### config.mk
export PLATFORM = sky130hd
export DESIGN_NAME = huffman_decoder
export DESIGN_NICKNAME = d
export VERILOG_FILES = /design/src/rtl/huffman_pkg.sv /design/src/rtl/huffman_match_unit.sv /design/src/rtl/huffman_decoder.sv
export SDC_FILE = /design/constraint.sdc
export NUM_CORES = 1
export LEC_CHECK = 0
export ABC_AREA = 0
export CAP_MARGIN = 25
export CORE_MARGIN = 3
export CORE_UTILIZATION = 45
export CTS_BUF_LIST = sky130_fd_sc_hd__clkbuf_4 sky130_fd_sc_hd__clkbuf_8
export CTS_CLUSTER_SIZE = 14
export DETAILED_ROUTE_END_ITERATION = 12
export GPL_ROUTABILITY_DRIVEN = 0
export PLACE_DENSITY_LB_ADDON = 0.05
export SYNTH_ARGS = -nofsm -noshare
export SYNTH_HDL_FRONTEND = slang
export SYNTH_HIERARCHICAL = 1
export SYNTH_SLANG_ARGS = --single-unit
export TNS_END_PERCENT = 5
### constraint.sdc
create_clock -name clk -period 8.3 [get_ports clk]
set_input_delay 2.075 -clock clk [delete_from_list [all_inputs] [get_ports clk]]
set_output_delay 2.075 -clock clk [all_outputs]
set_load 0.01 [all_outputs]
### src/rtl/huffman_pkg.sv
// huffman_pkg: shared constants for the Huffman encoder/decoder pair.
// Holds the gray-level symbol codes, the default codeword length and the
// decoder FSM state encoding.
package huffman_pkg;

  localparam int NUM_SYMS     = 6;
  localparam int MAX_CODE_LEN = 8;

  localparam logic [7:0] A1 = 8'd1;
  localparam logic [7:0] A2 = 8'd2;
  localparam logic [7:0] A3 = 8'd3;
  localparam logic [7:0] A4 = 8'd4;
  localparam logic [7:0] A5 = 8'd5;
  localparam logic [7:0] A6 = 8'd6;

  // Table entry i decodes to SYM_CODE[i]
  localparam logic [7:0] SYM_CODE [NUM_SYMS] = '{A1, A2, A3, A4, A5, A6};

  typedef enum logic [1:0] {
    IDLE   = 2'd0,
    LOAD   = 2'd1,
    DECODE = 2'd2
  } huff_state_e;

endpackage

### src/rtl/huffman_match_unit.sv
// huffman_match_unit: compares the accumulated bits against one table entry.
// An entry matches only when its mask length equals the number of bits
// gathered so far and the masked bits equal its codeword.
module huffman_match_unit #(
  parameter int MAX_LEN = 8,
  parameter int LEN_W   = 4
) (
  input  logic [MAX_LEN-1:0] acc_next,
  input  logic [LEN_W-1:0]   len_next,
  input  logic [MAX_LEN-1:0] HC,
  input  logic [MAX_LEN-1:0] M,
  input  logic               entry_valid,
  output logic               match
);

  localparam logic [MAX_LEN:0] ONE_W = {{MAX_LEN{1'b0}}, 1'b1};

  logic [MAX_LEN:0] lenMask;

  // Build the low-ones mask for the current length one bit wider so a
  // full MAX_LEN-bit codeword does not overflow, then compare.
  always_comb begin
    lenMask = (ONE_W << len_next) - ONE_W;
    match   = entry_valid && (lenMask == {1'b0, M}) && ((acc_next & M) == HC);
  end

endmodule

### src/rtl/huffman_decoder.sv
// huffman_decoder: turns a serial Huffman bitstream back into symbols 1..6
// using a codeword/mask table latched on code_valid.
// Optional feature: define HUFFMAN_DEC_STATS_EN to add the dec_count and
// err_count statistics outputs.
module huffman_decoder
  import huffman_pkg::*;
#(
  parameter int MAX_LEN = MAX_CODE_LEN,
  parameter int SYM_W   = 8
) (
  input  logic               clk,
  input  logic               reset,
  input  logic               code_valid,
  input  logic [MAX_LEN-1:0] HC1,
  input  logic [MAX_LEN-1:0] HC2,
  input  logic [MAX_LEN-1:0] HC3,
  input  logic [MAX_LEN-1:0] HC4,
  input  logic [MAX_LEN-1:0] HC5,
  input  logic [MAX_LEN-1:0] HC6,
  input  logic [MAX_LEN-1:0] M1,
  input  logic [MAX_LEN-1:0] M2,
  input  logic [MAX_LEN-1:0] M3,
  input  logic [MAX_LEN-1:0] M4,
  input  logic [MAX_LEN-1:0] M5,
  input  logic [MAX_LEN-1:0] M6,
  input  logic               bit_valid,
  input  logic               bit_in,
  output logic               sym_valid,
  output logic [SYM_W-1:0]   sym_data,
  output logic               err,
  output logic               ready
`ifdef HUFFMAN_DEC_STATS_EN
  ,
  output logic [15:0]        dec_count,
  output logic [7:0]         err_count
`endif
);

  localparam int LEN_W = $clog2(MAX_LEN + 1);
  localparam logic [MAX_LEN-1:0] ONE_M = {{(MAX_LEN-1){1'b0}}, 1'b1};
  localparam logic [LEN_W-1:0]   ONE_L = {{(LEN_W-1){1'b0}}, 1'b1};

  huff_state_e         state_q;
  logic [MAX_LEN-1:0]  hc_q [NUM_SYMS];
  logic [MAX_LEN-1:0]  m_q  [NUM_SYMS];
  logic [MAX_LEN-1:0]  hcIn [NUM_SYMS];
  logic [MAX_LEN-1:0]  mIn  [NUM_SYMS];
  logic [NUM_SYMS-1:0] entryValid_q;
  logic [NUM_SYMS-1:0] maskOk;
  logic [NUM_SYMS-1:0] match;
  // The accumulator is cleared whenever MAX_LEN bits are gathered, so the
  // bit that would shift out of a full-width register is never needed.
  logic [MAX_LEN-2:0]  acc_q;
  logic [MAX_LEN-1:0]  acc_d;
  logic [LEN_W-1:0]    len_q;
  logic [LEN_W-1:0]    len_d;
  logic                anyMatch;
  logic [SYM_W-1:0]    matchSym;
  logic                symValid_q;
  logic [SYM_W-1:0]    symData_q;
  logic                err_q;
  logic                ready_q;
`ifdef HUFFMAN_DEC_STATS_EN
  logic [15:0]         decCount_q;
  logic [7:0]          errCount_q;
`endif

  // Gather the flat table ports into arrays and form the shifted bit history
  always_comb begin
    hcIn[0] = HC1; hcIn[1] = HC2; hcIn[2] = HC3;
    hcIn[3] = HC4; hcIn[4] = HC5; hcIn[5] = HC6;
    mIn[0]  = M1;  mIn[1]  = M2;  mIn[2]  = M3;
    mIn[3]  = M4;  mIn[4]  = M5;  mIn[5]  = M6;
    acc_d   = {acc_q, bit_in};
    len_d   = len_q + ONE_L;
  end

  // An entry is usable only if its mask is nonzero and all-low-ones (2^k-1)
  always_comb begin
    maskOk = '0;
    for (int i = 0; i < NUM_SYMS; i++) begin
      maskOk[i] = (m_q[i] != '0) && ((m_q[i] & (m_q[i] + ONE_M)) == '0);
    end
  end

  for (genvar g = 0; g < NUM_SYMS; g++) begin : gMatch
    huffman_match_unit #(
      .MAX_LEN (MAX_LEN),
      .LEN_W   (LEN_W)
    ) uMatch (
      .acc_next    (acc_d),
      .len_next    (len_d),
      .HC          (hc_q[g]),
      .M           (m_q[g]),
      .entry_valid (entryValid_q[g]),
      .match       (match[g])
    );
  end

  // Lowest-index match wins when a non-prefix-free table gives several hits
  always_comb begin
    anyMatch = 1'b0;
    matchSym = '0;
    for (int i = NUM_SYMS - 1; i >= 0; i--) begin
      if (match[i]) begin
        anyMatch = 1'b1;
        matchSym = SYM_W'(SYM_CODE[i]);
      end
    end
  end

  // Control FSM with table, accumulator and registered outputs
  always_ff @(posedge clk or posedge reset) begin
    if (reset) begin
      state_q      <= IDLE;
      entryValid_q <= '0;
      acc_q        <= '0;
      len_q        <= '0;
      symValid_q   <= 1'b0;
      symData_q    <= '0;
      err_q        <= 1'b0;
      ready_q      <= 1'b0;
      for (int i = 0; i < NUM_SYMS; i++) begin
        hc_q[i] <= '0;
        m_q[i]  <= '0;
      end
`ifdef HUFFMAN_DEC_STATS_EN
      decCount_q   <= '0;
      errCount_q   <= '0;
`endif
    end else begin
      symValid_q <= 1'b0;
      err_q      <= 1'b0;
      if (code_valid) begin
        for (int i = 0; i < NUM_SYMS; i++) begin
          hc_q[i] <= hcIn[i];
          m_q[i]  <= mIn[i];
        end
        entryValid_q <= '0;
        acc_q        <= '0;
        len_q        <= '0;
        ready_q      <= 1'b0;
        state_q      <= LOAD;
`ifdef HUFFMAN_DEC_STATS_EN
        decCount_q   <= '0;
        errCount_q   <= '0;
`endif
      end else begin
        case (state_q)
          IDLE: ;
          LOAD: begin
            entryValid_q <= maskOk;
            ready_q      <= 1'b1;
            state_q      <= DECODE;
          end
          DECODE: begin
            if (bit_valid) begin
              if (anyMatch) begin
                symValid_q <= 1'b1;
                symData_q  <= matchSym;
                acc_q      <= '0;
                len_q      <= '0;
`ifdef HUFFMAN_DEC_STATS_EN
                decCount_q <= decCount_q + 16'd1;
`endif
              end else if (len_d == LEN_W'(MAX_LEN)) begin
                err_q <= 1'b1;
                acc_q <= '0;
                len_q <= '0;
`ifdef HUFFMAN_DEC_STATS_EN
                if (errCount_q != 8'hFF) errCount_q <= errCount_q + 8'd1;
`endif
              end else begin
                acc_q <= acc_d[MAX_LEN-2:0];
                len_q <= len_d;
              end
            end
          end
          default: state_q <= IDLE;
        endcase
      end
    end
  end

  assign sym_valid = symValid_q;
  assign sym_data  = symData_q;
  assign err       = err_q;
  assign ready     = ready_q;
`ifdef HUFFMAN_DEC_STATS_EN
  assign dec_count = decCount_q;
  assign err_count = errCount_q;
`endif

endmodule

---- After elaboration in Yosys (flattened, before gate mapping) ----
Index checks and enable logic that the tools add are counted.
word-level totals
  register bits after elaboration ......... 126
  logic and storage cells ................. 132
  bits of input ports ..................... 101
cells by class
  reduce and logical (&&, ||, !) cells .... 37
  add/sub/neg operators ................... 8
  shift-type cells ........................ 1
  eq/ne operators ......................... 16
  muxes and demuxes ....................... 37
  bitwise logic cells ..................... 13
operators with widths
  cell                                                                    number
  8-bit bitwise AND                                                       12
  9-bit by 8-bit equality test with 1-bit output                          6
  8-bit by 1-bit adder with 8-bit output (second input constant)          6
  8-bit equality test                                                     6
  8-bit logical NOT                                                       6
  8-bit nonzero test                                                      6
  8-bit two-way mux                                                       5
  7-bit two-way mux                                                       5
  4-bit two-way mux                                                       5
  1-bit logical AND                                                       18
  1-bit two-way mux                                                       17
  6-bit two-way mux                                                       2
  1-bit by 4-bit << shifter with 9-bit output (first input constant)      1
  9-bit by 1-bit subtractor with 9-bit output (second input constant)     1
  2-bit nonzero test                                                      3
  4-bit by 1-bit adder with 4-bit output (second input constant)          1
  4-bit equality test (second input constant)                             1
  2-bit one-hot mux with 2 select lines                                   1
  4-bit AND reduction                                                     1
  3-bit two-way mux                                                       1
  2-bit by 1-bit equality test with 1-bit output (second input constant)  1
  2-bit equality test (second input constant)                             1
  2-bit logical NOT                                                       1
  2-bit two-way mux                                                       1
  other kinds (4)                                                         4

---- Depth between registers and ports, before layout ----
Gate-level depths: netlist of the first run.
  depth in word-level cells ............... 16
  depth in mapped cells ................... 17
  gate-level depth less buffers ........... 14

---- By module ----
The synthesis of the first run kept the hierarchy.
by module, submodules not included
  module                                     area an instance (µm²)  instances  cells an instance  seq. area each (µm²)
  huffman_decoder                            4,921.0                 1          365                3,027.9
  huffman_match_unit (gMatch[0].uMatch ...)  401.6                   5          62                 0.0
  huffman_match_unit (gMatch[5].uMatch)      476.7                   1          71                 0.0

---- Worst setup path before layout of the first run ----
Ideal clock, no wire load.
  path type ............................... register to register
  start ................................... register len_q[2]
  end ..................................... register symData_q[1] (netlist: sym_data[1])
  library setup time ...................... 125 ps
  clock period less this slack ............ 4,249 ps
  cell stages (with the launch flop) ...... 15
  data arrival time ....................... 4,124 ps
  slack ................................... 4,051 ps
  path through ............................ dfrtp_1 -> nand3_1 -> xnor2_1 -> nor3_1 -> nand2b_1 -> ha_1 -> clkbuf_1 -> nor4_1 -> a21o_1 -> a22oi_1 -> xnor2_1 -> nor4_2 -> or3_1 -> o21a_1 -> mux2_4
on the way
  elaborated cells on any way between the ends .. 34
  those cells by class .................... add/sub: 2; eq/ne: 6; shift: 1; mux: 12; reduce/logical: 13
RTL lines
  element                                             RTL line                  RTL
  start, declared                                     huffman_decoder.sv:55     logic [LEN_W-1:0] len_q;
  start signal, assigned                              huffman_decoder.sv:175    len_q <= len_d;
  4-bit by 1-bit adder with 4-bit output (*)          huffman_decoder.sv:75     len_d = len_q + ONE_L;
  via len_d[3]                                        huffman_decoder.sv:56     logic [LEN_W-1:0] len_d;
  1-bit by 4-bit << shifter with 9-bit output (*)     huffman_match_unit.sv:23  lenMask = (ONE_W << len_next) - ONE_W;
  9-bit by 1-bit subtractor with 9-bit output (*)     huffman_match_unit.sv:23
  9-bit by 8-bit equality test with 1-bit output (*)  huffman_match_unit.sv:24  match = entry_valid && (lenMask == {1'b0, M}) && ((acc_next & M) == HC);
  1-bit logical AND (*) (2 in a row)                  huffman_match_unit.sv:24
  via match[3]                                        huffman_decoder.sv:50     logic [NUM_SYMS-1:0] match;
  1-bit two-way mux (4 in a row)                      huffman_decoder.sv:105    if (match[i]) begin
  4-bit AND reduction (no line)                       -
  end signal, assigned                                huffman_decoder.sv:160    symData_q <= matchSym;
  end, declared                                       huffman_decoder.sv:60     logic [SYM_W-1:0] symData_q;
The timed path passes the listed nets; every way through them passes the cells marked *.
A chain may end at the register's enable or synchronous reset.

---- Worst setup path after layout of the first run ----
  start ................................... input bit_in
  end ..................................... register symData_q[1] (netlist: sym_data[1])
on the way
  elaborated cells on any way between the ends .. 31
  those cells by class .................... eq/ne: 6; mux: 12; bitwise: 6; reduce/logical: 7
RTL lines
  element                         RTL line                  RTL
  start, declared                 huffman_decoder.sv:27     input logic bit_in,
  8-bit bitwise AND (*)           huffman_match_unit.sv:24
  8-bit equality test (*)         huffman_match_unit.sv:24
  1-bit logical AND (*)           huffman_match_unit.sv:24
  via match[1]                    huffman_decoder.sv:50
  1-bit two-way mux (2 in a row)  huffman_decoder.sv:105
  4-bit AND reduction (no line)   -
Marks and branches as above.

==> summary.md, run 1 <==
| Metric | Value |
|---|---|
| Static leakage | 3.57 nW |
| Clk_lat worst skew | 450 ps |
| Total number of vias | 6071 |
| Critical path's top delay family | simple AND/OR/NAND/NOR gates |
| Row count | 46 |
| Outcome | complete, no violations |
| Post-synthesis async set-or-reset flop share | 100% |
| Final Hold Vio Count | 0 |
| Synth Register Bits | 121 |
| Slowest-stage cell, CP | clkdlybuf4s50_1 |
| Routed wire per std cell | 17.8 um |
| # DRC | 0 |
| Ys flop type | dfrtp_1 |
| Final min period | 4710 ps |
| First-pass iteration count of the detailed router | 6 |
| TNS Setup | 0 ps |
| Detailed Place HPWL | 12700 um |
| Startpoint types | input port |
| Largest net degree at the start of global routing | 76 |
| Unique masters post-synth | 60 |
| Slew Viols, Final | 0 |
| Slew @ Worst Pin | 950 ps |
| Final nets | 940 |
| Critical Path RT | 8640 ps |
| Clock-pin slew on the worst setup and hold paths | 70 ps |
| Resize count post-CTS | 0 |
| DR vias/cell | 5.72 |
| Register area | 3030 sq um |
| GR Util All Layers | 21.2% |
| Max-cap violations | 0 |
| Slew headroom | 36.4% |
| Area of the multi-input gates | 4060 sq um |
| Sequential area share after synthesis | 40.9% |
| Final instance area | 9010 sq um |
| Clock sink total | 121 |
| Worst Hold Class | flip-flop to flip-flop |
| Vias in the first global route | 6004 |
| Die ar. | 18000 sq um |
| Total setup buffers inserted after CTS | 0 |
| Cell area after synthesis | 7410 sq um |
| Post-DRT Antenna Nets | 0 |
| Grt ovf | 0 |
| Drt initial violations | 422 |
| Critical Path Max Stage Delay | 890 ps |
| RSZ-0062 raised after global routing | no |
| CTS Hold Bufs | 0 |
| WP data arrival | 5050 ps |
| Chip Height | 134 um |
| Post-synth top area cell | dfrtp_1 |
| Pwr dens | 167 nW/um^2 |
| Fmax | 212 MHz |
| Clock Tree Root | clkbuf_8 |
| Crit path max fanout | 13 |
| Peak supply drop | 0.115 mV |
| Post-synth EDFFs | 0 |
| Initial antenna violation count | 0 |
| Port bufs | 106 |
| CP cell instances | clkdlybuf4s50_1 -> and3_1 -> o22ai_1 -> a2111oi_2 -> nand4_1 -> nor4_2 -> or3_1 -> o21a_1 -> mux2_4 |
| Placed Area | 8570 sq um |
| Total power draw | 0.00151 W |
| Placed cell count | 1028 |
| Final setup skew | 10.8 ps |
| CP endpoint kind | flip-flop |
| CTS max path bufs | 2 |
| H-tree depth | 4 |
| CTS tree | built |
| N_diodes | 0 |
| Final setup violation count | 0 |
| Final std cells w/o fill | 1061 |
| Total core area | 16000 sq um |
| Initial Util | 46.3% |
| Global-route wire length before repair | 30700 um |
| Syn avg cell area | 9.93 sq um |
| Worst hold margin | 524 ps |
| Dominant cells by area after synthesis | dfrtp_1 (41%), mux2_2 (13%), xnor2_1 (5.0%) |
| Buf/Inv on CP | 1 |
| WS Path Type | input port to flip-flop |
| P&R area growth vs syn | 21.6% |
| Syn Inst Count | 746 |
| Drt total wl | 18800 um |
| Tcrit/Tclk final | 56.8% |
| Top cell type's share of synthesized area | 40.9% |
| Die Width | 134 um |
| Layout fillers | 1425 |
| Fraction of layout cells with a size suffix above 1 | 19.2% |
| Ports | 112 |
| Inserted Clock Buffers | 17 |
| Warnings from Yosys | 6 |
sequential cells by signal (all words and copies together), names as in the netlist:
name          count
acc_q             7
sym_data          3
m_q              48
len_q             4
ready             1
entryValid_q      6
hc_q             48
state_q           2
err               1
sym_valid         1
cell families (layout without fill, tap and decap cells):
kind of cell               after synthesis  in the layout  share of synthesized area (%)
and+or+nand+nor                        210            210                           15.9
AOI/OAI and AO/OA                      182            182                           16.6
DFF                                    121            121                           40.9
muxes                                   87             87                           13.3
buffers and inverters                   77            172                           4.80
xor gates and xnor gates                61             61                           7.21
adders and majority gates                7              7                           1.18
other                                    1              5                         0.0506
power breakdown:
group / switching, W / internal [W]
combinational: 0.000108 / 0.000144
sequential: 0.0000617 / 0.000638
clock: 0.000249 / 0.000305
total: 0.000419 / 0.00109
area by class of cell:
type | instances | share of cell area [%]
clock buffers | 19 | 2.83
clock inverters | 13 | 1.69
inverters | 26 | 1.11
multi-input cells | 552 | 45.1
flip-flops and latches | 121 | 33.6
well taps | 216 | 3.00
repair buffers | 114 | 12.6
tightest hold or removal path: stages (launching register included):
cell     delay (ps)
dfrtp_1         370
nand2_1          60
a21oi_1          60
cell usage in the layout (no fill, tap or decap), types with 8 or more instances in the layout:
| master | netlist | routed |
|---|---|---|
| a21oi_1 | 48 | 48 |
| a22o_1 | 8 | 8 |
| inv_1 | 25 | 24 |
| clkdlybuf4s50_1 | 0 | 105 |
| dfrtp_1 | 121 | 121 |
| xor2_1 | 19 | 18 |
| o22ai_1 | 15 | 15 |
| clkbuf_8 | 0 | 18 |
| xnor2_1 | 42 | 41 |
| o21ai_0 | 37 | 37 |
| nor3_1 | 14 | 14 |
| mux2_2 | 86 | 86 |
| nand2_1 | 71 | 71 |
| nand2b_1 | 16 | 16 |
| nor4_1 | 17 | 17 |
| nor2_1 | 26 | 26 |
| buf_4 | 6 | 8 |
| o211ai_1 | 8 | 8 |
| and3_1 | 24 | 24 |
path summary, 6_finish.rpt:
kind,startpoint,to,slack (ps),depth (start not counted)
max in group asynchronous,reset,m_q[47],5160,4
worst min-delay path,entryValid_q[4],entryValid_q[4],520,2
min in group asynchronous,reset,m_q[17],2040,2
worst max register to register,len_q[0],sym_data[1],3910,13
worst min register to register,entryValid_q[4],entryValid_q[4],520,2
worst max-delay path,bit_in,sym_data[1],3590,9
synth_stat cells (14+ instances only):
| cell | instances |
|---|---|
| a21oi_1 | 48 |
| dfrtp_1 | 121 |
| nor3_1 | 14 |
| xnor2_1 | 42 |
| o22ai_1 | 15 |
| buf_2 | 17 |
| xor2_1 | 19 |
| nand2_1 | 71 |
| nand2b_1 | 16 |
| inv_1 | 25 |
| clkbuf_1 | 24 |
| nor2_1 | 26 |
| and3_1 | 24 |
| o21ai_0 | 37 |
| nor4_1 | 17 |
| mux2_2 | 86 |
per-stage QoR:
step                      util (%)  setup WS, ps
after floorplan                  -          3010
after global placement        53.6          3220
after detailed placement      53.6          3130
after CTS                     56.1          3610
after global routing          56.3          3460
final                         56.3          3590
layer usage:
metal	track usage (%)	share of wire, %	vias up
met1	28.8	44	3002
met4	5.94	1.1	0
met3	4.65	5.5	19
met2	34.4	49	166
li1	-	-	2884
met5	0	0	-
Note: power is estimated with default switching activity, not from simulation.
==> run 2, diff against run 1 <==
- clock period: 8.3 -> 4.7 ns (I/O delays scaled with it)
==> summary.md, run 2 (synthesis gave the netlist of run 1 again) <==
| Metric | Value |
|---|---|
| Outcome | complete, no violations |
| Peak supply drop | 0.257 mV (+120%) |
| First-pass iteration count of the detailed router | 5 (-1) |
| Pre-CTS setup slack | 392 ps (-2740 ps) |
| Startpoint types | flip-flop |
| Drt initial violations | 463 (+9.7%) |
| # DRC | 0 (unchanged) |
| Slew Viols, Final | 0 (unchanged) |
| Clk_lat worst skew | 450 ps (about the same) |
| H-tree depth | 4 (unchanged) |
| Clock sink total | 121 (unchanged) |
| CP cell instances | ha_1 -> xor2_4 -> inv_1 -> nand4_1 -> ha_1 -> nor4_1 -> o21ai_0 -> o2111ai_1 -> nor4_1 -> or3_1 -> o21a_1 -> mux2_4 |
| Critical path's top delay family | simple AND/OR/NAND/NOR gates |
| Row count | 46 (unchanged) |
| Reg2reg start | len_q[0] |
| WP data arrival | 4480 ps (-570 ps) |
| CTS max path bufs | 2 (unchanged) |
| Grt ovf | 0 (unchanged) |
| Buf/Inv on CP | 1 (unchanged) |
| Global-route wire length before repair | 30900 um (+0.74%) |
| WS Path Type | flip-flop to flip-flop |
| Slew headroom | 36.4% (+0.038 points) |
| Initial antenna violation count | 0 (unchanged) |
| Leading cell type in the layout, fill and taps excluded | dfrtp_1 |
| Final setup violation count | 0 (unchanged) |
| RSZ-0062 raised after global routing | no |
| Beginning of the critical path | len_q[0] |
| TNS Setup | 0 ps (unchanged) |
| Die ar. | 18000 sq um (unchanged) |
| Tcrit/Tclk final | 88.3% |
| Pwr dens | 297 nW/um^2 (+78%) |
| Largest net degree at the start of global routing | 64 (-16%) |
| Clock-pin slew on the worst setup and hold paths | 70 ps (about the same) |
| Die Width | 134 um (unchanged) |
| Chip Height | 134 um (unchanged) |
| Port bufs | 106 (unchanged) |
| Static leakage | 3.65 nW (+2.2%) |
| Placed Area | 8700 sq um (+1.4%) |
| Total core area | 16000 sq um (unchanged) |
| Routed wire per std cell | 17.6 um (-1.1%) |
| GR Util All Layers | 21.3% (+0.12 points) |
| Drt total wl | 18700 um (-0.56%) |
| Critical Path Max Stage Delay | 610 ps (-280 ps) |
| Final min period | 4150 ps |
| Largest regs | hc_q x48, m_q x48, acc_q x7 |
| Critical Path RT | 5030 ps (-3610 ps) |
| P&R area growth vs syn | 23.3% |
| Clock Tree Root | clkbuf_8 |
| Worst Hold Class | flip-flop to flip-flop |
| Crit path max fanout | 21 (+8) |
| Final nets | 946 (+0.64%) |
| Post-DRT Antenna Nets | 0 (unchanged) |
| Total number of vias | 6119 (+0.79%) |
| Resize count post-CTS | 0 (unchanged) |
| Slowest-stage cell, CP | xor2_4 |
| CTS Hold Bufs | 0 (unchanged) |
| Most frequent cells in the layout | dfrtp_1 (121), clkdlybuf4s50_1 (105), mux2_2 (86) |
| Ports | 112 (unchanged) |
| Final instance area | 9130 sq um (+1.4%) |
| Inserted Clock Buffers | 17 (unchanged) |
| Detailed Place HPWL | 13100 um (+3.0%) |
| Total setup buffers inserted after CTS | 0 (unchanged) |
| CTS tree | built |
| N_diodes | 0 (unchanged) |
| DR vias/cell | 5.73 (+0.22%) |
| CP endpoint kind | flip-flop |
| Max-cap violations | 0 (unchanged) |
| Fmax | 241 MHz |
| Final worst slack | 551 ps (-3040 ps) |
| Initial Util | 46.3% (unchanged) |
| Vias in the first global route | 6174 (+2.8%) |
| Final Hold Vio Count | 0 (unchanged) |
| Fraction of layout cells with a size suffix above 1 | 19.7% (+0.57 points) |
| Slew @ Worst Pin | 950 ps (-0.571 ps) |
| Final setup skew | 10.8 ps (+0.0767 ps) |
| Worst Hold Launch | ready |
-- run 2: routing by layer --
| layer | part of all wire [%] | vias up | global-route usage [%] |
|---|---|---|---|
| li1 | - | 2902 | - |
| met1 | 44 | 3001 | 28.4 |
| met2 | 49 | 188 | 34.6 |
| met3 | 5.7 | 28 | 4.99 |
| met4 | 1.4 | 0 | 6.73 |
| met5 | 0 | - | 0 |
-- run 2: worst paths after layout --
kind	endpoint	slack, ps	depth (start not counted)
max in group asynchronous	hc_q[32]	2700	4
hold reg to reg	ready	520	2
hold / removal	ready	520	2
min in group asynchronous	m_q[17]	1070	2
setup reg to reg	sym_data[1]	550	12
setup / recovery	sym_data[1]	550	12
-- run 2: report_power, final --
| part | internal (W) | switching (W) | leakage (nW) | total, W |
|---|---|---|---|---|
| logic | 0.000259 | 0.000191 | 1.95 | 0.000450 |
| clock network | 0.000611 | 0.000412 | 0.226 | 0.00102 |
| registers | 0.00113 | 0.000109 | 1.47 | 0.00124 |
-- run 2: tightest hold or removal path: cells and delay by family, from the launching register on --
family	cells	cell delay, ps
buffers and inverters	1	50
DFF	1	380
AOI/OAI and AO/OA	1	50
-- run 2: final cells by class --
class / count / area (sq um)
inverter: 26 / 100
fill: 1399 / 6870
timing repair buffer: 120 / 1230
clock buffer: 25 / 325
tap: 216 / 270
multi-input combinational: 552 / 4060
sequential: 121 / 3030
clock inverter: 7 / 113
-- run 2: stage by stage --
stage	util (%)	cells	power (W)	hold slack (ps)
finish	57.1	1067	0.00271	523
global placement	54.2	1034	0.00169	507
floorplan	-	750	0.00153	495
CTS	57.1	1067	0.00274	525
global route	57.1	1067	0.00284	550
detailed placement	54.3	1035	0.00171	512
==> run 3, diff against run 2 <==
- CTS_BUF_LIST: sky130_fd_sc_hd__clkbuf_4 sky130_fd_sc_hd__clkbuf_8 -> sky130_fd_sc_hd__clkbuf_8
==> summary.md, run 3 (synthesis gave the netlist of run 1 again) <==
| Metric | Value |
|---|---|
| Outcome | complete, no violations |
| Slew Viols, Final | 0 (unchanged) |
| Final std cells w/o fill | 1067 (unchanged) |
| Clock Tree Root | clkbuf_8 |
| Final Hold Vio Count | 0 (unchanged) |
| Final setup skew | 10.9 ps (+0.116 ps) |
| Row count | 46 (unchanged) |
| Worst hold margin | 524 ps (+0.838 ps) |
| Clk_lat worst skew | 450 ps (about the same) |
| Total number of vias | 6110 (-0.15%) |
| Detailed Place HPWL | 13100 um (unchanged) |
| Post-DRT Antenna Nets | 0 (unchanged) |
| Die Width | 134 um (unchanged) |
| Peak supply drop | 0.255 mV (-0.59%) |
| CP endpoint kind | flip-flop |
| Ports | 112 (unchanged) |
| CTS max path bufs | 2 (unchanged) |
| Pre-CTS setup slack | 392 ps (unchanged) |
| DR vias/cell | 5.73 (-0.15%) |
| Hold depth | 2 (unchanged) |
| Crit path max fanout | 21 (unchanged) |
| Pwr dens | 295 nW/um^2 (-0.72%) |
| Resize count post-CTS | 0 (unchanged) |
| WS Path Type | flip-flop to flip-flop |
| Static leakage | 3.65 nW (about the same) |
| Logic gate share of total power | 16.8% (+0.2 points) |
| Clock share of power | 37.2% (-0.6 points) |
| Fraction of layout cells with a size suffix above 1 | 19.4% (-0.35 points) |
| Startpoint types | flip-flop |
| WP data arrival | 4480 ps (about the same) |
| N_diodes | 0 (unchanged) |
| H-tree depth | 4 (unchanged) |
| # DRC | 0 (unchanged) |
| Fmax | 241 MHz (about the same) |
| Layout Utilization | 57.0% (-0.070 points) |
| Port bufs | 106 (unchanged) |
| Clock-pin slew on the worst setup and hold paths | 70 ps (about the same) |
| GR Util All Layers | 21.3% (unchanged) |
| Clock sink total | 121 (unchanged) |
| Sw power | 0.000714 W (+0.14%) |
| Final nets | 946 (unchanged) |
| Inserted Clock Buffers | 17 (unchanged) |
| Initial Util | 46.3% (unchanged) |
| Worst Hold Class | flip-flop to flip-flop |
| Largest net degree at the start of global routing | 64 (unchanged) |
| Initial antenna violation count | 0 (unchanged) |
| Total core area | 16000 sq um (unchanged) |
| CTS Hold Bufs | 0 (unchanged) |
| Critical Path RT | 5030 ps (about the same) |
| Routed wire per std cell | 17.6 um (about the same) |
| Max-cap violations | 0 (unchanged) |
| Largest regs | hc_q x48, m_q x48, acc_q x7 |
| P&R area growth vs syn | 23.2% |
| Die ar. | 18000 sq um (unchanged) |
| Drt initial violations | 468 (+1.1%) |
| RSZ-0062 raised after global routing | no |
| Vias in the first global route | 6174 (unchanged) |
| Leading cell type in the layout, fill and taps excluded | dfrtp_1 |
| Tcrit/Tclk final | 88.3% (about the same) |
| Final min period | 4150 ps (+3.12 ps) |
| Chip Height | 134 um (unchanged) |
| Drt total wl | 18700 um (about the same) |
| Placed cell count | 1035 (unchanged) |
| Switching part of the total | 26.6% (+0.26 points) |
| Most frequent cells in the layout | dfrtp_1 (121), clkdlybuf4s50_1 (105), mux2_2 (86) |
| Total setup buffers inserted after CTS | 0 (unchanged) |
| Final setup violation count | 0 (unchanged) |
| Slew headroom | 37.9% (+1.5 points) |
| Final worst slack | 548 ps (-3.12 ps) |
| First-pass iteration count of the detailed router | 5 (unchanged) |
| Pint | 0.00197 W (-1.2%) |
| Worst R2R Path Depth | 12 (unchanged) |
| Slew @ Worst Pin | 927 ps (-22.3 ps) |
| Global-route wire length before repair | 30900 um (unchanged) |
| Seq pwr share | 46.0% (+0.4 points) |
| Grt ovf | 0 (unchanged) |
| TNS Setup | 0 ps (unchanged) |
| CTS tree | built |
## run 3: final timing paths
kind                       startpoint     endpoint  slack, ps
setup / recovery             len_q[0]  sym_data[1]        550
hold / removal                  ready        ready        520
setup reg to reg             len_q[0]  sym_data[1]        550
hold reg to reg                 ready        ready        520
max in group asynchronous       reset     hc_q[32]       2700
min in group asynchronous       reset      m_q[17]       1070
## run 3: worst max-delay path: stages (launching register included)
cell and delay (ps):
dfrtp_1 420, ha_1 360, xor2_4 610, inv_1 210
nand4_1 160, ha_1 420, nor4_1 100, o21ai_0 280
o2111ai_1 140, nor4_1 600, or3_1 220, o21a_1 210
mux2_4 310
## run 3: final cells by class
type / count / area (sq um)
Clock buffer: 22 / 303
Clock inverter: 10 / 124
Fill cell: 1405 / 6880
Inverter: 26 / 100
Multi-Input combinational cell: 552 / 4060
Sequential cell: 121 / 3030
Tap cell: 216 / 270
Timing Repair Buffer: 120 / 1230
## run 3: per-stage QoR
step           power, W  area [sq um]
2_1_floorplan   0.00153          7420
3_3_place_gp    0.00169          8670
3_5_place_dp    0.00171          8700
4_1_cts         0.00272          9120
5_1_grt         0.00282          9120
6_report        0.00269          9120
## run 3: layer usage
metal	vias to the layer above	part of all wire, %	track usage (%)
met2	194	49	34.6
met3	28	5.5	4.99
met4	0	1.4	6.73
met5	-	0	0
li1	2900	-	-
met1	2988	44	28.4
## run 3: power groups by stage
stage / sequential, W / combinational [W] / clock, W
2_1_floorplan: 0.00121 / 0.000314 / 0
3_3_place_gp: 0.00125 / 0.000435 / 0
3_5_place_dp: 0.00126 / 0.000452 / 0
4_1_cts: 0.00124 / 0.000455 / 0.00103
5_1_grt: 0.00125 / 0.000496 / 0.00108
6_report: 0.00124 / 0.000451 / 0.00100
